**src/rtl/spi_arb_pkg.sv**
```systemverilog
// Shared types and constants for the two-requester SPI monarch arbiter.
// Holds the arbiter state encoding, the grant index type and the round-robin pick rule.
package spi_arb_pkg;

  localparam int CMD_W = 16;

  typedef logic [CMD_W-1:0] cmd_t;

  typedef enum logic [1:0] {
    IDLE,
    WAIT,
    GAP
  } state_t;

  // Requester index: 0 = inertial sensor, 1 = A2D.
  typedef logic gnt_t;

  // With both pending, the requester that did not win last time goes next.
  function automatic gnt_t pick_grant(input logic [1:0] pend, input gnt_t last);
    if (pend == 2'b11) return gnt_t'(~last);
    return gnt_t'(pend[1]);
  endfunction

endpackage

```
**src/rtl/spi_arb_if.sv**
```systemverilog
// Requester and monarch signal bundle for spi_arb.
// slave is the arbiter's view; master is the view of whatever drives the requesters and monarch.
interface spi_arb_if;
  import spi_arb_pkg::*;

  logic       req0_snd;
  cmd_t       req0_cmd;
  logic       req0_done;
  logic       req1_snd;
  cmd_t       req1_cmd;
  logic       req1_done;
  cmd_t       resp;
  logic [1:0] ovf;
  logic       mon_snd;
  cmd_t       mon_cmd;
  logic       mon_done;
  cmd_t       mon_resp;
  logic       err;

  modport slave (
    input  req0_snd, req0_cmd, req1_snd, req1_cmd, mon_done, mon_resp,
    output req0_done, req1_done, resp, ovf, mon_snd, mon_cmd, err
  );

  modport master (
    output req0_snd, req0_cmd, req1_snd, req1_cmd, mon_done, mon_resp,
    input  req0_done, req1_done, resp, ovf, mon_snd, mon_cmd, err
  );

endinterface

```
**src/rtl/spi_arb_port.sv**
```systemverilog
// Per-requester pending latch: holds one command until the arbiter clears it.
// A send arriving while already pending is dropped and flagged in a sticky ovf bit.
module spi_arb_port
  import spi_arb_pkg::*;
(
  input  logic clk,
  input  logic rst,
  input  logic snd,
  input  cmd_t cmd,
  input  logic clr,
  output logic pend,
  output cmd_t cmd_q,
  output logic ovf
);

  // NOTE: clocked state uses non-blocking assignments so every register samples pre-edge values.
  always_ff @(posedge clk) begin
    if (rst) begin
      pend  <= 1'b0;
      cmd_q <= '0;
      ovf   <= 1'b0;
    end else begin
      // A new send in the same cycle as the clear wins and refills the slot.
      if (snd && (!pend || clr)) begin
        pend  <= 1'b1;
        cmd_q <= cmd;
      end else if (clr) begin
        pend <= 1'b0;
      end
      if (snd && pend && !clr) ovf <= 1'b1;
    end
  end

endmodule

```
**src/rtl/spi_arb.sv**
```systemverilog
// Round-robin arbiter sharing one SPI monarch between two requesters, with a guard gap.
// Define SPI_ARB_TIMEOUT_EN to add a WAIT-state watchdog that aborts a stuck transaction.
module spi_arb
  import spi_arb_pkg::*;
#(
  parameter int unsigned GAP_CYC = 4,
  parameter int unsigned TMO_CYC = 50000
) (
  input logic     clk,
  input logic     rst,
  spi_arb_if.slave bus
);

  if (GAP_CYC == 0 || GAP_CYC > 255 || TMO_CYC == 0 || TMO_CYC > 65535) begin : g_param_chk
    $error("spi_arb: GAP_CYC or TMO_CYC out of range");
  end

  localparam logic [7:0] GAP_LD = 8'(GAP_CYC);

  logic [1:0] pend;
  logic [1:0] ovf;
  cmd_t       port_cmd [2];
  gnt_t       pick;

  state_t     state;
  gnt_t       last_grant;
  logic [1:0] clr_q;
  logic [1:0] done_q;
  logic       mon_snd_q;
  cmd_t       mon_cmd_q;
  cmd_t       resp_q;
  logic [7:0] gap_cnt;

  spi_arb_port u_port0 (
    .clk   (clk),
    .rst   (rst),
    .snd   (bus.req0_snd),
    .cmd   (bus.req0_cmd),
    .clr   (clr_q[0]),
    .pend  (pend[0]),
    .cmd_q (port_cmd[0]),
    .ovf   (ovf[0])
  );

  spi_arb_port u_port1 (
    .clk   (clk),
    .rst   (rst),
    .snd   (bus.req1_snd),
    .cmd   (bus.req1_cmd),
    .clr   (clr_q[1]),
    .pend  (pend[1]),
    .cmd_q (port_cmd[1]),
    .ovf   (ovf[1])
  );

  assign pick = pick_grant(pend, last_grant);

`ifdef SPI_ARB_TIMEOUT_EN
  localparam logic [15:0] TMO_LAST = 16'(TMO_CYC - 1);
  logic [15:0] wd_cnt;
  logic        err_q;
`endif

  // last_grant doubles as the owner of the transaction in flight while in WAIT.
  always_ff @(posedge clk) begin
    if (rst) begin
      state      <= IDLE;
      last_grant <= 1'b1;
      clr_q      <= 2'b00;
      done_q     <= 2'b00;
      mon_snd_q  <= 1'b0;
      mon_cmd_q  <= '0;
      resp_q     <= '0;
      gap_cnt    <= '0;
`ifdef SPI_ARB_TIMEOUT_EN
      wd_cnt     <= '0;
      err_q      <= 1'b0;
`endif
    end else begin
      mon_snd_q <= 1'b0;
      done_q    <= 2'b00;
      clr_q     <= 2'b00;
`ifdef SPI_ARB_TIMEOUT_EN
      err_q     <= 1'b0;
`endif
      case (state)
        IDLE: begin
          if (|pend) begin
            mon_cmd_q  <= port_cmd[pick];
            mon_snd_q  <= 1'b1;
            last_grant <= pick;
            state      <= WAIT;
`ifdef SPI_ARB_TIMEOUT_EN
            wd_cnt     <= '0;
`endif
          end
        end
        WAIT: begin
          if (bus.mon_done) begin
            resp_q             <= bus.mon_resp;
            done_q[last_grant] <= 1'b1;
            clr_q[last_grant]  <= 1'b1;
            gap_cnt            <= GAP_LD;
            state              <= GAP;
          end
`ifdef SPI_ARB_TIMEOUT_EN
          else if (wd_cnt == TMO_LAST) begin
            // Abandon the transaction: owner loses its request, no done pulse.
            err_q             <= 1'b1;
            clr_q[last_grant] <= 1'b1;
            gap_cnt           <= GAP_LD;
            state             <= GAP;
          end else begin
            wd_cnt <= wd_cnt + 16'd1;
          end
`endif
        end
        GAP: begin
          gap_cnt <= gap_cnt - 8'd1;
          if (gap_cnt == 8'd1) state <= IDLE;
        end
        default: state <= IDLE;
      endcase
    end
  end

  assign bus.mon_snd   = mon_snd_q;
  assign bus.mon_cmd   = mon_cmd_q;
  assign bus.resp      = resp_q;
  assign bus.req0_done = done_q[0];
  assign bus.req1_done = done_q[1];
  assign bus.ovf       = ovf;
`ifdef SPI_ARB_TIMEOUT_EN
  assign bus.err       = err_q;
`else
  assign bus.err       = 1'b0;
`endif

endmodule

```
**src/flat_wrapper.sv**
```systemverilog
// flat-port wrapper written by rule: the top's interface ports become plain ports
module spi_arb_flat import spi_arb_pkg::*;
#(
  parameter int unsigned GAP_CYC = 4,
  parameter int unsigned TMO_CYC = 50000
)
  (clk, rst, bus_req0_snd, bus_req0_cmd, bus_req1_snd, bus_req1_cmd, bus_mon_done, bus_mon_resp, bus_req0_done, bus_req1_done, bus_resp, bus_ovf, bus_mon_snd, bus_mon_cmd, bus_err);
  spi_arb_if bus_i ();
  input logic clk;
  input logic rst;
  input wire logic [$bits(bus_i.req0_snd)-1:0] bus_req0_snd;
  input wire logic [$bits(bus_i.req0_cmd)-1:0] bus_req0_cmd;
  input wire logic [$bits(bus_i.req1_snd)-1:0] bus_req1_snd;
  input wire logic [$bits(bus_i.req1_cmd)-1:0] bus_req1_cmd;
  input wire logic [$bits(bus_i.mon_done)-1:0] bus_mon_done;
  input wire logic [$bits(bus_i.mon_resp)-1:0] bus_mon_resp;
  output wire logic [$bits(bus_i.req0_done)-1:0] bus_req0_done;
  output wire logic [$bits(bus_i.req1_done)-1:0] bus_req1_done;
  output wire logic [$bits(bus_i.resp)-1:0] bus_resp;
  output wire logic [$bits(bus_i.ovf)-1:0] bus_ovf;
  output wire logic [$bits(bus_i.mon_snd)-1:0] bus_mon_snd;
  output wire logic [$bits(bus_i.mon_cmd)-1:0] bus_mon_cmd;
  output wire logic [$bits(bus_i.err)-1:0] bus_err;
  assign bus_i.req0_snd = bus_req0_snd;
  assign bus_i.req0_cmd = bus_req0_cmd;
  assign bus_i.req1_snd = bus_req1_snd;
  assign bus_i.req1_cmd = bus_req1_cmd;
  assign bus_i.mon_done = bus_mon_done;
  assign bus_i.mon_resp = bus_mon_resp;
  assign bus_req0_done = bus_i.req0_done;
  assign bus_req1_done = bus_i.req1_done;
  assign bus_resp = bus_i.resp;
  assign bus_ovf = bus_i.ovf;
  assign bus_mon_snd = bus_i.mon_snd;
  assign bus_mon_cmd = bus_i.mon_cmd;
  assign bus_err = bus_i.err;
  spi_arb #(.GAP_CYC(GAP_CYC), .TMO_CYC(TMO_CYC)) u_core (.clk(clk), .rst(rst), .bus(bus_i));
endmodule
```
**config.mk**
```make
export PLATFORM = sky130hd
export DESIGN_NAME = spi_arb_flat
export DESIGN_NICKNAME = d
export VERILOG_FILES = /design/src/rtl/spi_arb_pkg.sv /design/src/rtl/spi_arb_if.sv /design/src/rtl/spi_arb_port.sv /design/src/rtl/spi_arb.sv /design/src/flat_wrapper.sv
export SDC_FILE = /design/constraint.sdc
export NUM_CORES = 1
export LEC_CHECK = 0
export ABC_CLOCK_PERIOD_IN_PS = 3000
export BUFFER_PORTS_ARGS = -buffer_cell sky130_fd_sc_hd__buf_2
export CORE_ASPECT_RATIO = 1.4
export CORE_MARGIN = 10
export CORE_UTILIZATION = 50
export DETAILED_ROUTE_END_ITERATION = 6
export PLACE_DENSITY = 0.77
export SLEW_MARGIN = 40
export SYNTH_ARGS = -nofsm -noshare
export SYNTH_HDL_FRONTEND = slang
export SYNTH_SLANG_ARGS = --single-unit
```
**constraint.sdc**
```tcl
create_clock -name clk -period 3 [get_ports clk]
set_input_delay 0.6 -clock clk [delete_from_list [all_inputs] [get_ports clk]]
set_output_delay 0.6 -clock clk [all_outputs]
set_load 0.01 [all_outputs]
```
==> key figures, run 1 <==
Hold path
  – Hold Path Sink: u_core.bus.resp[2]
  – HP Start: u_core.bus.resp[2]
  – Hold Path Class: reg2reg
  – Worst hold stages: 2

Drt
  – First-iteration detailed-routing DRC count: 199
  – Initial DRT Pass Iterations: 4
  – Final wirelength: 8.19 mm
  – Routed WL per cell: 15.7 um
  – Via/cell ratio: 5.59
  – Total number of vias: 2,918
  – Residual DRC count: 0
  – Post-route ant nets: 0

Clocking
  – CTS tree: done
  – Clock slew at reported path FFs: 0.08 ns
  – Root buffer cell: clkbuf_8
  – Total CTS buffers: 9
  – H-tree depth: 3
  – Hold buffer count at cts: 0
  – Post_cts resized: 0
  – Post-CTS Setup Bufs: 0
  – Clock sinks: 82
  – Clock Latency Late Sink: 0.35 ns
  – Longest Clk Path Bufs: 2

Power
  – Clock network power share: 33.3%
  – Comb pwr share: 15.2%
  – Flop pwr share: 51.5%
  – Internal power: 1730 uW
  – Switching power: 637 uW
  – Total leakage power: 0.00157 uW
  – VDD IR-drop max: 0.393 mV
  – Pwr dens: 610 nW/um^2
  – Sw Ratio: 27.0%

Yosys
  – Seq/Total Area, Yosys: 50.5%
  – Mapped Area: 3250 um^2
  – YS warnings: 0
  – Synth Instances: 376
  – Yosys cell types: 35
  – Seq cells post-synth: 82
  – Synthesized area per cell: 8.65 um^2
  – Syn nets: 431

STA
  – Worst slew pin tran: 0.664 ns
  – Final number of setup-violating endpoints: 0
  – Min Tclk post-route: 1.68 ns
  – Max-slew headroom: 55.7%
  – RSZ-0062 raised after global routing: false
  – Clk_skew: 0.0123 ns
  – Post-route setup TNS: 0 ns
  – Final Hold Fails: 0
  – Period utilization: 56.0%
  – Max Slew Vio Count: 0
  – F_max: 595 MHz

Setup path
  – Worst Setup Start Kind: register
  – Worst-path fanout max: 9
  – End of the worst register-to-register path: u_core.gap_cnt[7]
  – WP data arrival: 1.97 ns
  – Path depth of the worst reg2reg path: 3
  – CP endpoint kind: register
  – Internal reg-to-reg setup slack: 1.32 ns
  – FF-to-FF Start: u_core.state[1]
  – Worst path required time: 3.29 ns
  – Worst Path Class, Setup: reg2reg

Global route
  – Largest net degree at the start of global routing: 50
  – Total GRT Usage: 16.1%
  – First-pass GRT wire length: 13.2 mm
  – Overflow left after global routing: 0
  – Vias in the first global route: 2,841
  – Initial antenna violation count: 2

Floorplan
  – Top-Level Pins: 91
  – DIE AREA: 10,200 um^2
  – Die Y: 115 um
  – Row count: 34
  – Starting Density: 52.0%
  – Core outline area: 6250 um^2
  – Die X: 88.2 um

Placed design
  – DP Wirelength: 6.02 mm
  – Port bufs: 89
  – GPL Wtd Cong: 0.831

Layout
  – Share of cells above drive strength 1: 25.4%
  – Post-layout util: 61.9%
  – Filler cells: 575
  – Final nets: 499
  – Area Overhead vs Synth: 19.1%

Run status
  – Status: finished clean

Job
  – Max Cap Violations: 0
-- through the flow --
step	hold slack [ns]	total power, uW	setup WS (ns)	instances	instance area, um^2
final	0.450	2360	1.32	522	3870
after global placement	0.439	1590	1.16	505	3670
after floorplan	0.438	1480	1.40	376	3250
after CTS	0.453	2380	1.31	521	3870
after detailed placement	0.443	1610	1.13	505	3670
after global routing	0.472	2480	1.27	522	3870
-- worst max-delay path, cell delays in order, from the launching register on --
cell	delay, ns
dfxtp_1	0.45
or4b_4	0.53
or4_1	0.48
a21oi_1	0.16
-- per-layer routing --
metal	global-route usage (%)	vias up	wire length [um]
met3	7.16	15	694
met5	0	-	12
met4	5.77	2	138
met1	17.1	1343	3210
li1	-	1477	-
met2	27.4	81	4140
-- flip-flops by register name, indices dropped and copies added (netlist names) --
signal / count
u_core.u_port1.ovf: 1
u_core.u_port0.ovf: 1
u_core.bus.resp: 16
u_core.last_grant: 1
u_core.gap_cnt: 8
u_core.clr_q: 2
u_core.u_port0.cmd_q: 16
u_core.u_port1.pend: 1
u_core.bus.mon_snd: 1
u_core.bus.mon_cmd: 16
u_core.u_port1.cmd_q: 16
u_core.state: 2
u_core.u_port0.pend: 1
-- layout make-up --
| class | count | area [um^2] | share of cell area (%) |
|---|---|---|---|
| diodes | 1 | 2.50 | 0.0646 |
| repair buffers | 94 | 485 | 12.5 |
| inverters | 4 | 15.0 | 0.388 |
| clock buffers | 12 | 145 | 3.75 |
| clock inverters | 4 | 51.3 | 1.32 |
| flip-flops and latches | 82 | 1640 | 42.4 |
| multi-input cells | 253 | 1440 | 37.2 |
| well taps | 72 | 90.1 | 2.33 |
-- worst max path at each step --
stage                     cells past startpoint                     end  slack (ns)       startpoint
after global placement                        3  u_core.bus.mon_cmd[12]        1.16              rst
after detailed placement                      3  u_core.bus.mon_cmd[12]        1.13              rst
after global routing                          3       u_core.gap_cnt[7]        1.27  u_core.state[1]
after floorplan                               4       u_core.gap_cnt[7]        1.40  u_core.state[0]
after CTS                                     3       u_core.gap_cnt[7]        1.31  u_core.state[1]
final                                         3       u_core.gap_cnt[7]        1.32  u_core.state[1]
-- cells in the mapped netlist --
cell type / n / share of area [%]
nand3_1: 33 / 5.1
nor3b_1: 4 / 0.92
and3_1: 1 / 0.19
ha_1: 2 / 0.77
a21boi_0: 1 / 0.23
nand2b_1: 4 / 0.77
and2_1: 1 / 0.19
o21bai_1: 1 / 0.23
nor3_1: 1 / 0.15
or3_1: 4 / 0.77
mux2i_1: 16 / 4.9
or3b_2: 1 / 0.27
a31oi_1: 1 / 0.19
o211ai_1: 3 / 0.69
clkbuf_1: 30 / 3.5
and3b_1: 1 / 0.27
nand2_1: 34 / 3.9
buf_4: 3 / 0.69
nor2_1: 6 / 0.69
a211o_1: 1 / 0.27
dfxtp_1: 82 / 50
o311ai_0: 2 / 0.54
or2_2: 1 / 0.19
conb_1: 1 / 0.12
or4_1: 3 / 0.69
o21ai_0: 32 / 4.9
inv_1: 4 / 0.46
or4b_4: 1 / 0.42
a211oi_1: 16 / 3.7
a21oi_1: 77 / 12
a221oi_1: 1 / 0.27
nor2b_1: 2 / 0.38
nand3b_1: 2 / 0.46
buf_2: 3 / 0.46
buf_6: 1 / 0.35
-- placed cells by master, fill, tap and decap left out, types with 2 or more instances in the layout --
cell type / synthesis / routed
a211oi_1: 16 / 16
a21oi_1: 77 / 77
buf_2: 3 / 88
buf_4: 3 / 6
clkbuf_1: 30 / 2
clkbuf_8: 0 / 10
dfxtp_1: 82 / 82
ha_1: 2 / 2
inv_1: 4 / 4
mux2i_1: 16 / 16
nand2_1: 34 / 34
nand2b_1: 4 / 4
nand3_1: 33 / 33
nand3b_1: 2 / 2
nor2_1: 6 / 6
nor2b_2: 0 / 2
nor3b_1: 4 / 4
o211ai_1: 3 / 3
o21ai_0: 32 / 32
o311ai_0: 2 / 2
or3_1: 4 / 4
or4_1: 3 / 3
-- power groups by stage --
stage               clock network [uW]  registers, uW  logic (uW)
floorplan                            0           1250         230
global placement                     0           1240         355
detailed placement                   0           1240         363
CTS                                803           1220         364
global route                       849           1230         404
finish                             786           1220         359
-- logic make-up after synthesis --
kind of cell / count (synthesis) / synth area share, %
mux: 16 / 4.92
flops: 82 / 50.5
buf+inv: 41 / 5.42
other cells: 1 / 0.115
fa+ha+maj: 2 / 0.769
compound gates: 135 / 22.9
simple gates: 99 / 15.4
(Power assumes the default switching activity.)
==> inputs of run 2 (changes only) <==
--- a/config.mk
+++ b/config.mk
@@ -5,7 +5,7 @@
 export SDC_FILE = /design/constraint.sdc
 export NUM_CORES = 1
 export LEC_CHECK = 0
-export ABC_CLOCK_PERIOD_IN_PS = 3000
+export ABC_CLOCK_PERIOD_IN_PS = 1700
 export BUFFER_PORTS_ARGS = -buffer_cell sky130_fd_sc_hd__buf_2
 export CORE_ASPECT_RATIO = 1.4
 export CORE_MARGIN = 10
==> constraint.sdc (replaced) <==
create_clock -name clk -period 1.7 [get_ports clk]
set_input_delay 0.34 -clock clk [delete_from_list [all_inputs] [get_ports clk]]
set_output_delay 0.34 -clock clk [all_outputs]
set_load 0.01 [all_outputs]
==> run 2 against run 1 <==
Flip-flop and latch count is the same; combinational power rose by 89%; final cell count up 1.7%; clock skew shrank 0.0016 ns; critical endpoint unchanged; fmax increased by 4.3%; largest power group unchanged; clock-buffer cell count is 2 lower; critical path type unchanged; utilization up 2.4 points; highest routed layer is now met4.
==> key figures, run 2 (synthesis gave the netlist of run 1 again) <==
Drt
  – First-iteration detailed-routing DRC count: 213
  – Final wirelength: 8.35 mm
  – Via/cell ratio: 5.59
  – Residual DRC count: 0
  – Routed WL per cell: 15.7 um
  – Post-route ant nets: 0
  – Initial DRT Pass Iterations: 4
  – Total number of vias: 2,970

Global route
  – Vias in the first global route: 3,062
  – First-pass GRT wire length: 13.5 mm
  – Overflow left after global routing: 0
  – Initial antenna violation count: 0
  – Total GRT Usage: 16.2%
  – Largest net degree at the start of global routing: 50

STA
  – Post-route setup TNS: 0 ns
  – Final number of setup-violating endpoints: 0
  – Max Slew Vio Count: 0
  – Period utilization: 94.8%
  – F_max: 621 MHz
  – RSZ-0062 raised after global routing: false
  – Min Tclk post-route: 1.61 ns
  – Clk_skew: 0.0107 ns
  – Final Hold Fails: 0
  – Max-slew headroom: 62.6%
  – Worst slew pin tran: 0.561 ns

Floorplan
  – Die X: 88.2 um
  – Core outline area: 6250 um^2
  – DIE AREA: 10,200 um^2
  – Die Y: 115 um
  – Top-Level Pins: 91
  – Row count: 34
  – Starting Density: 52.0%

Placed design
  – Port bufs: 89
  – Placed Area: 3750 um^2
  – GPL Wtd Cong: 0.812
  – DP Wirelength: 6.04 mm

Clocking
  – Clock sinks: 82
  – Root buffer cell: clkbuf_8
  – CTS tree: done
  – Hold buffer count at cts: 0
  – Total CTS buffers: 9
  – Longest Clk Path Bufs: 2
  – Post-CTS Setup Bufs: 0
  – Clock Latency Late Sink: 0.35 ns
  – Clock slew at reported path FFs: 0.08 ns
  – H-tree depth: 3

Setup path
  – CP startpoint: u_core.gap_cnt[1]
  – Worst Setup Start Kind: register
  – FF-to-FF Start: u_core.gap_cnt[1]
  – CP endpoint kind: register
  – Internal reg-to-reg setup slack: 0.09 ns
  – Worst-path fanout max: 6
  – Worst path required time: 1.97 ns
  – WP data arrival: 1.89 ns
  – Worst Path Class, Setup: reg2reg

Run status
  – Status: finished clean

Power
  – Total leakage power: 0.00166 uW
  – Pwr dens: 1160 nW/um^2
  – VDD IR-drop max: 0.579 mV

Layout
  – Commonest non-fill, non-tap cell in the layout: buf_2
  – Area Overhead vs Synth: 23.7%
  – Post-layout util: 64.3%
  – Filler cells: 556
  – Most frequent cells in the layout: buf_2, dfxtp_1, a21oi_1
  – Diodes inserted: 0
  – Share of cells above drive strength 1: 27.0%
  – Final nets: 509
  – Post-route cell area: 4020 um^2

Job
  – Max Cap Violations: 0

Hold path
  – Hold Path Class: in2reg
  – HP Start: bus_req1_cmd[1]
==> run 2: cell count changes in the layout (fill, tap and decap cells not counted), moves of 2 or more <==
cell,delta
nor2b_1,+2
buf_4,+8
nor2b_2,-2
bufinv_16,+3
==> run 2: metal layers <==
layer / part of all wire (%) / vias up / wire length [um] / GRT usage [%]
met5: 0 / - / 0 / 0
met4: 1.2 / 0 / 102 / 5.88
met3: 6.8 / 8 / 569 / 5.55
met2: 52 / 75 / 4360 / 29.4
met1: 40 / 1392 / 3320 / 16.7
li1: - / 1495 / - / -
==> run 2: path summary, 6_finish.rpt <==
check	depth (start not counted)	endpoint
worst max register to register	3	u_core.gap_cnt[7]
worst min-delay path	3	u_core.u_port1.cmd_q[1]
worst max-delay path	3	u_core.gap_cnt[7]
worst min register to register	2	u_core.bus.resp[13]
==> run 2: worst max-delay path, cell delays in order, from the launching register on <==
cell	delay (ns)
dfxtp_1	0.33
or4b_4	0.57
or4_1	0.49
a21oi_1	0.16
==> run 2: power breakdown <==
group	switching [uW]	internal, uW	total [uW]	leakage (uW)
clock	698	1130	1830	0.000131
sequential	80.0	2060	2140	0.000672
combinational	388	292	680	0.000852
==> run 2: through the flow <==
| stage | hold slack [ns] | cells | worst slack, ns | total power [uW] |
|---|---|---|---|---|
| finish | 0.231 | 531 | 0.0891 | 4650 |
| global route | 0.217 | 531 | 0.0126 | 4860 |
| CTS | 0.217 | 531 | 0.0703 | 4690 |
| detailed placement | 0.443 | 515 | 0.101 | 2860 |
| global placement | 0.439 | 515 | 0.150 | 2840 |
| floorplan | 0.438 | 376 | 0.104 | 2610 |
==> run 2: area by class of cell <==
cell class | instances | area, um^2 | share of cell area (%)
Clock buffer | 10 | 128 | 3.17
Clock inverter | 6 | 138 | 3.42
Inverter | 4 | 15.0 | 0.373
Multi-Input combinational cell | 253 | 1440 | 35.8
Sequential cell | 82 | 1640 | 40.8
Tap cell | 72 | 90.1 | 2.24
Timing Repair Buffer | 104 | 571 | 14.2
==> run 2: repair_timing <==
item | in CTS | in global routing
resized for setup | 0 | 1
endpoints found under the hold margin | 0 | 0
setup endpoints to repair | 0 | 1
